$ cat config.mk
export PLATFORM = sky130hd
export DESIGN_NAME = ro_meas_ctrl
export DESIGN_NICKNAME = d
export VERILOG_FILES = /design/src/rtl/ro_meas_ctrl.sv
export SDC_FILE = /design/constraint.sdc
export NUM_CORES = 1
export LEC_CHECK = 0
export CORE_ASPECT_RATIO = 1.2
export CORE_UTILIZATION = 49
export CTS_CLUSTER_SIZE = 10
export DETAILED_ROUTE_END_ITERATION = 10
export PLACE_DENSITY = 0.87
export SLEW_MARGIN = 10
export SYNTH_ARGS = -nofsm -noshare
export SYNTH_HDL_FRONTEND = slang
export SYNTH_SLANG_ARGS = --single-unit
export TNS_END_PERCENT = 10
$ cat constraint.sdc
create_clock -name clk -period 3.1 [get_ports clk]
set_input_delay 0.93 -clock clk [delete_from_list [all_inputs] [get_ports clk]]
set_output_delay 0.93 -clock clk [all_outputs]
set_load 0.02 [all_outputs]
$ cat src/rtl/ro_meas_ctrl.sv
// Ring-oscillator measurement sequencer: enables one oscillator, lets it settle,
// counts synchronized rising edges over a programmed window, then holds the result until ack.
//
// state  | meaning
// IDLE   | waiting for start; sel/win_len latched on start
// SETTLE | selected oscillator enabled, settle timer running
// MEAS   | oscillator enabled, counting edges, window timer running
// HOLD   | oscillator off, result presented on valid until ack
module ro_meas_ctrl #(
  parameter int N_RO       = 4,
  parameter int CNT_W      = 16,
  parameter int WIN_W      = 16,
  parameter int SETTLE_CYC = 8,
  parameter int SEL_W      = (N_RO > 1) ? $clog2(N_RO) : 1
) (
  input  logic             clk,
  input  logic             rst,
  input  logic             start,
  input  logic [SEL_W-1:0] sel,
  input  logic [WIN_W-1:0] win_len,
  input  logic [N_RO-1:0]  ro_in,
  output logic [N_RO-1:0]  ro_en,
  output logic             busy,
  output logic             valid,
  input  logic             ack,
  output logic [CNT_W-1:0] count,
  output logic             ovf,
  output logic             err
);

  typedef enum logic [1:0] {IDLE, SETTLE, MEAS, HOLD} state_t;

  localparam int               SET_W    = $clog2(SETTLE_CYC);
  localparam logic [SET_W-1:0] SET_LOAD = SET_W'(SETTLE_CYC - 1);
  localparam logic [SEL_W:0]   N_RO_X   = (SEL_W + 1)'(N_RO);

  state_t           state, state_nxt;
  logic [SEL_W-1:0] sel_q, sel_src;
  logic [SET_W-1:0] settle_cnt;
  logic [WIN_W-1:0] win_cnt;
  logic [N_RO-1:0]  ro_meta, ro_sync, ro_prev, ro_en_nxt;
  logic             sel_bad, edge_det;

  assign sel_bad = ({1'b0, sel} >= N_RO_X);
  assign busy    = (state != IDLE);
  assign valid   = (state == HOLD);

  // Explicit compare mux keeps an out-of-range latched select from indexing past N_RO.
  always_comb begin
    edge_det = 1'b0;
    for (int i = 0; i < N_RO; i++) begin
      if (sel_q == SEL_W'(i)) edge_det = ro_sync[i] & ~ro_prev[i];
    end
  end

  always_comb begin
    state_nxt = state;
    case (state)
      IDLE:    if (start) state_nxt = sel_bad ? HOLD : SETTLE;
      SETTLE:  if (settle_cnt == '0) state_nxt = (win_cnt == '0) ? HOLD : MEAS;
      MEAS:    if (win_cnt == WIN_W'(1)) state_nxt = HOLD;
      HOLD:    if (ack) state_nxt = IDLE;
      default: state_nxt = IDLE;
    endcase
  end

  // Enable is decoded from the next state so the registered ro_en tracks the FSM exactly.
  always_comb begin
    sel_src   = (state == IDLE) ? sel : sel_q;
    ro_en_nxt = '0;
    if (state_nxt == SETTLE || state_nxt == MEAS) begin
      for (int i = 0; i < N_RO; i++) ro_en_nxt[i] = (sel_src == SEL_W'(i));
    end
  end

  always_ff @(posedge clk or posedge rst) begin
    if (rst) begin
      state      <= IDLE;
      ro_en      <= '0;
      sel_q      <= '0;
      settle_cnt <= '0;
      win_cnt    <= '0;
      count      <= '0;
      ovf        <= 1'b0;
      err        <= 1'b0;
      ro_meta    <= '0;
      ro_sync    <= '0;
      ro_prev    <= '0;
    end else begin
      state   <= state_nxt;
      ro_en   <= ro_en_nxt;
      ro_meta <= ro_in;
      ro_sync <= ro_meta;
      ro_prev <= ro_sync;
      case (state)
        IDLE: begin
          if (start) begin
            sel_q      <= sel;
            win_cnt    <= win_len;
            settle_cnt <= SET_LOAD;
            count      <= '0;
            ovf        <= 1'b0;
            err        <= sel_bad;
          end
        end
        SETTLE: begin
          if (settle_cnt != '0) settle_cnt <= settle_cnt - SET_W'(1);
        end
        MEAS: begin
          win_cnt <= win_cnt - WIN_W'(1);
          // ovf flags an edge that arrived while the count was already pinned at all-ones.
          if (edge_det) begin
            if (count == '1) ovf <= 1'b1;
            else             count <= count + CNT_W'(1);
          end
        end
        default: ;
      endcase
    end
  end

endmodule

; ---- Word-level counts from Yosys, hierarchy flattened
; Index checks and enable logic that the tools add are counted.
; Widths: inputs -> output; s select.
[op_classes]
eq_ne = 18
reduce_logical = 15
muxes = 25
n_bitwise = 8
addsub = 3
[op_table]
columns = cell, count
row1 = $mux 16, 4
row2 = $pmux 16 s2, 2
row3 = $add 16x1->16 const B, 1
row4 = $eq 16x1->1 const B, 1
row5 = $eq 16x16->1 const B, 1
row6 = $logic_not 16->1, 1
row7 = $sub 16x1->16 const B, 1
row8 = $eq 2x2->1 const B, 7
row9 = $mux 2, 5
row10 = $ne 2x2->1 const B, 5
row11 = $eq 2x1->1 const B, 4
row12 = $mux 1, 8
row13 = $pmux 2 s4, 1
row14 = $reduce_and 4->1, 2
row15 = $logic_not 2->1, 3
row16 = $mux 3, 2
row17 = $pmux 3 s2, 1
row18 = $reduce_bool 2->1, 3
row19 = $and 1x1->1, 4
row20 = $mux 4, 1
row21 = $not 1->1, 4
row22 = $reduce_and 2->1, 2
row23 = $logic_not 3->1, 1
row24 = $reduce_and 3->1, 1
row25 = 4 further kinds, 4
[word_totals]
regBits = 56
output_inout_bits = 24
word_cells = 79
input_bits = 26

; ---- Longest topological paths before layout
[depth]
depth_word = 8
ltp_mapped = 8
ltp_nobuf = 7

; ---- Worst setup path before layout
; OpenSTA, ideal clock, no wires.
[synth_timing]
path_type = flip-flop to flip-flop
start = register win_cnt[4]
end = register win_cnt[13]
arrival_time_ns = 2.109
stages_incl_launch_ff = 8
period_less_slack_ns = 2.230
slack_ns = 0.870
cell_sequence = dfrtp_1 buf_6 or4_4 or3_1 buf_2 or3_1 o22a_1 o22a_1
[synth_between]
elab_chain_cells = 2
[synth_rtl]
columns = item, line
row1 = "start, declared", 40  ; logic [WIN_W-1:0] win_cnt;
row2 = "start signal, assigned", 99  ; win_cnt <= win_len;
row3 = "start signal, assigned", 110  ; win_cnt <= win_cnt - WIN_W'(1);
row4 = $sub 16x1->16, 110
row5 = $pmux 16 s2, 95  ; case (state)
; No other way between the ends.
; A chain may end at the register's enable or synchronous reset.

; ---- Worst setup path in the final report
[layout_timing]
start = register state[1]
end = output port valid
[layout_between]
elab_chain_cells = 1
[layout_rtl]
columns = item, line
row1 = "start, declared", 37  ; state_t state, state_nxt;
row2 = "start signal, assigned", 90  ; state <= state_nxt;
row3 = $eq 2x2->1, 46  ; assign valid = (state == HOLD);
row4 = "end, declared", 24  ; output logic valid,
; No other way between the ends.

==> metrics <==
crit path launch type flop; Worst R2R Start win_cnt[0]; Placed Area 3490 µm²; minimum clock period 2.70 ns; Async SR Flop Fraction 1.00; total iterations of the first detailed-routing run 5; count leader, synth dfrtp_1; Mapped Area 2900 µm²; fmax approximately 370 MHz; WS Path Type reg2out; critical-path cell list and2_1 -> clkdlybuf4s50_1; worst stage delay on the critical path ~0.63 ns; CTS max path bufs 2; largest net degree at the start of global routing 25; CP top delay family buffers and inverters; Final TNS setup 0 ns; gr usage total 0.233; core region area about 5700 µm²; number of synthesized flops with an enable pin 0; status finished clean; wire per inst 15.4 µm; DRC violations left 0; drt initial violations 234; #FFs+latches synth between 50 and 60; Power Dens Cells approximately 700 nW/µm²; Area contributors post-synth dfrtp_1, o31ai_1, a21oi_1; Synth Area per Inst between 9 and 10 µm²; Buf/Inv on CP 1; antenna violation net count after detailed routing 0; Starting Density 0.512; routed wire length ~6.7 mm; final setup violation count 0; Max-slew headroom 0.652; first-pass GRT wire length between 10 and 15 mm; via/cell ratio a little over 6; critical path arrival roughly 1.8 ns; final clock skew ~0.012 ns; Yosys top cell area share 0.483; slowest stage cell, crit path clkdlybuf4s50_1; # diodes 0; Filler Cells Inserted 451; initial antenna violation count 0; Syn Nets between 300 and 400; final instance area ~3600 µm²; Area growth, synth to finish 24.6%; Worst Hold Launch ro_meta[3]; crit path launch state[1]; Reg area between 1000 and 1500 µm²; Seq/Total Area, Yosys 0.483; list of most frequent post-synthesis cells dfrtp_1, nor2_1, a21oi_1; largest area contributor in the netlist dfrtp_1; worst skew pair latency roughly 0.31 ns; ys flop type dfrtp_1; # hold bufs at CTS 0; CP max FO 12; RSZ-0062 raised after global routing false; Placer Congestion between 0.8 and 0.9; Die Area about 6200 µm²; hold crit path type reg2reg; io pins 50; detailed-route via count 2654; CTS buffer count 5; Static Leak 1.43 nW; Slew Limit Fails 0; Tcrit/Tclk final 0.872; Synth Warn # 0; number of global-route vias before repair 2488; clk sink count 56; Clock Tree Root clkbuf_8; # port buffers between 40 and 50; Final #Nets 389; post-synth cell types 52; postcts setup bufs 0; CP endpoint kind output port; Reg clk slew, reported paths around 0.10 ns; HPWL after DPL roughly 4.9 mm; Die X ~72 µm; grt total ovfl 0; Critical Path RT approximately 2.2 ns; Peak VDD IR between 400 and 500 µV; MaxCap Viol Count 0; post-cts repair resize count 0; Post-Syn Instances just over 300; Cell Rows 30; Pwr Total 2.51 mW; TritonCTS clock tree yes; multi-input logic area 1370 µm²; Worst-Margin Slew between 0.5 and 0.6 ns; H-tree depth 2; Die Ht approximately 86 µm; Fin. Hold Viols 0; layout cells sized above 1 0.0782
==> worst paths after layout <==
path,to,slack (ns),cells after the start
max in group asynchronous,ro_sync[2],1.53,3
min,ro_sync[3],0.36,0
min in group asynchronous,ro_meta[0],0.96,2
min reg2reg,ro_sync[3],0.36,0
max,valid,0.40,2
max reg2reg,win_cnt[13],0.72,5
==> cells by family (layout without fill, tap and decap cells) <==
kind of cell,after synthesis,count (layout),share of synthesized area
adders and majority gates,6,6,0.0259
buffers and inverters,33,82,0.0470
AOI/OAI and AO/OA,102,102,0.239
and+or+nand+nor,108,108,0.193
muxes,3,3,0.0112
DFF,56,56,0.483
other,1,1,0.00129
==> through the flow <==
step	setup slack, ns	std cells	util	hold WS (ns)
5_1_grt	0.307	438	0.638	0.364
2_1_floorplan	0.799	309	-	0.331
4_1_cts	0.396	438	0.638	0.359
3_5_place_dp	0.169	430	0.616	0.337
3_3_place_gp	0.278	430	0.616	0.333
6_report	0.398	438	0.638	0.357
==> report_power, final <==
group          switching, mW  internal (mW)  total, mW
sequential             0.187          0.908       1.09
combinational          0.502          0.396      0.898
clock                  0.230          0.285      0.515
total                  0.918           1.59       2.51
==> registers in the layout (all words and copies together) (netlist names) <==
register and count:
settle_cnt 3, ro_en 4, ovf 1, sel_q 2
win_cnt 16, state 2, ro_sync 4, ro_meta 4
count 16, ro_prev 4
==> per-layer routing <==
| metal | GRT usage | wire length, µm | up-vias |
|---|---|---|---|
| li1 | - | - | 1250 |
| met1 | 0.293 | 2830 | 1265 |
| met2 | 0.393 | 3410 | 119 |
| met3 | 0.0384 | 335 | 20 |
| met4 | 0.103 | 160 | 0 |
| met5 | 0 | 0 | - |
==> placed cells by master (no fill, tap or decap), types with 3 or more instances in the layout <==
cell type and n:
nor3_1 15, buf_4 12, a211oi_1 6, nor2b_1 4, or3_1 5, dfrtp_1 56
o21ai_0 19, a21oi_1 25, clkdlybuf4s50_1 48, clkbuf_8 7, ha_1 6, o41ai_1 3
o31ai_1 18, nand3_1 11, nand2_1 16, o22a_1 5, nand4_1 7, a41oi_1 3
nand2b_1 3, nor2_1 28, inv_1 13, a31oi_1 3, nand3b_1 4
==> layout make-up <==
cell class,instances,share of cell area
inverter,14,0.0145
tap,80,0.0277
timing repair buffer,60,0.158
multi-input combinational,220,0.378
clock inverter,1,0.00830
clock buffer,7,0.0266
sequential,56,0.387
Note: power is estimated with default switching activity, not from simulation.
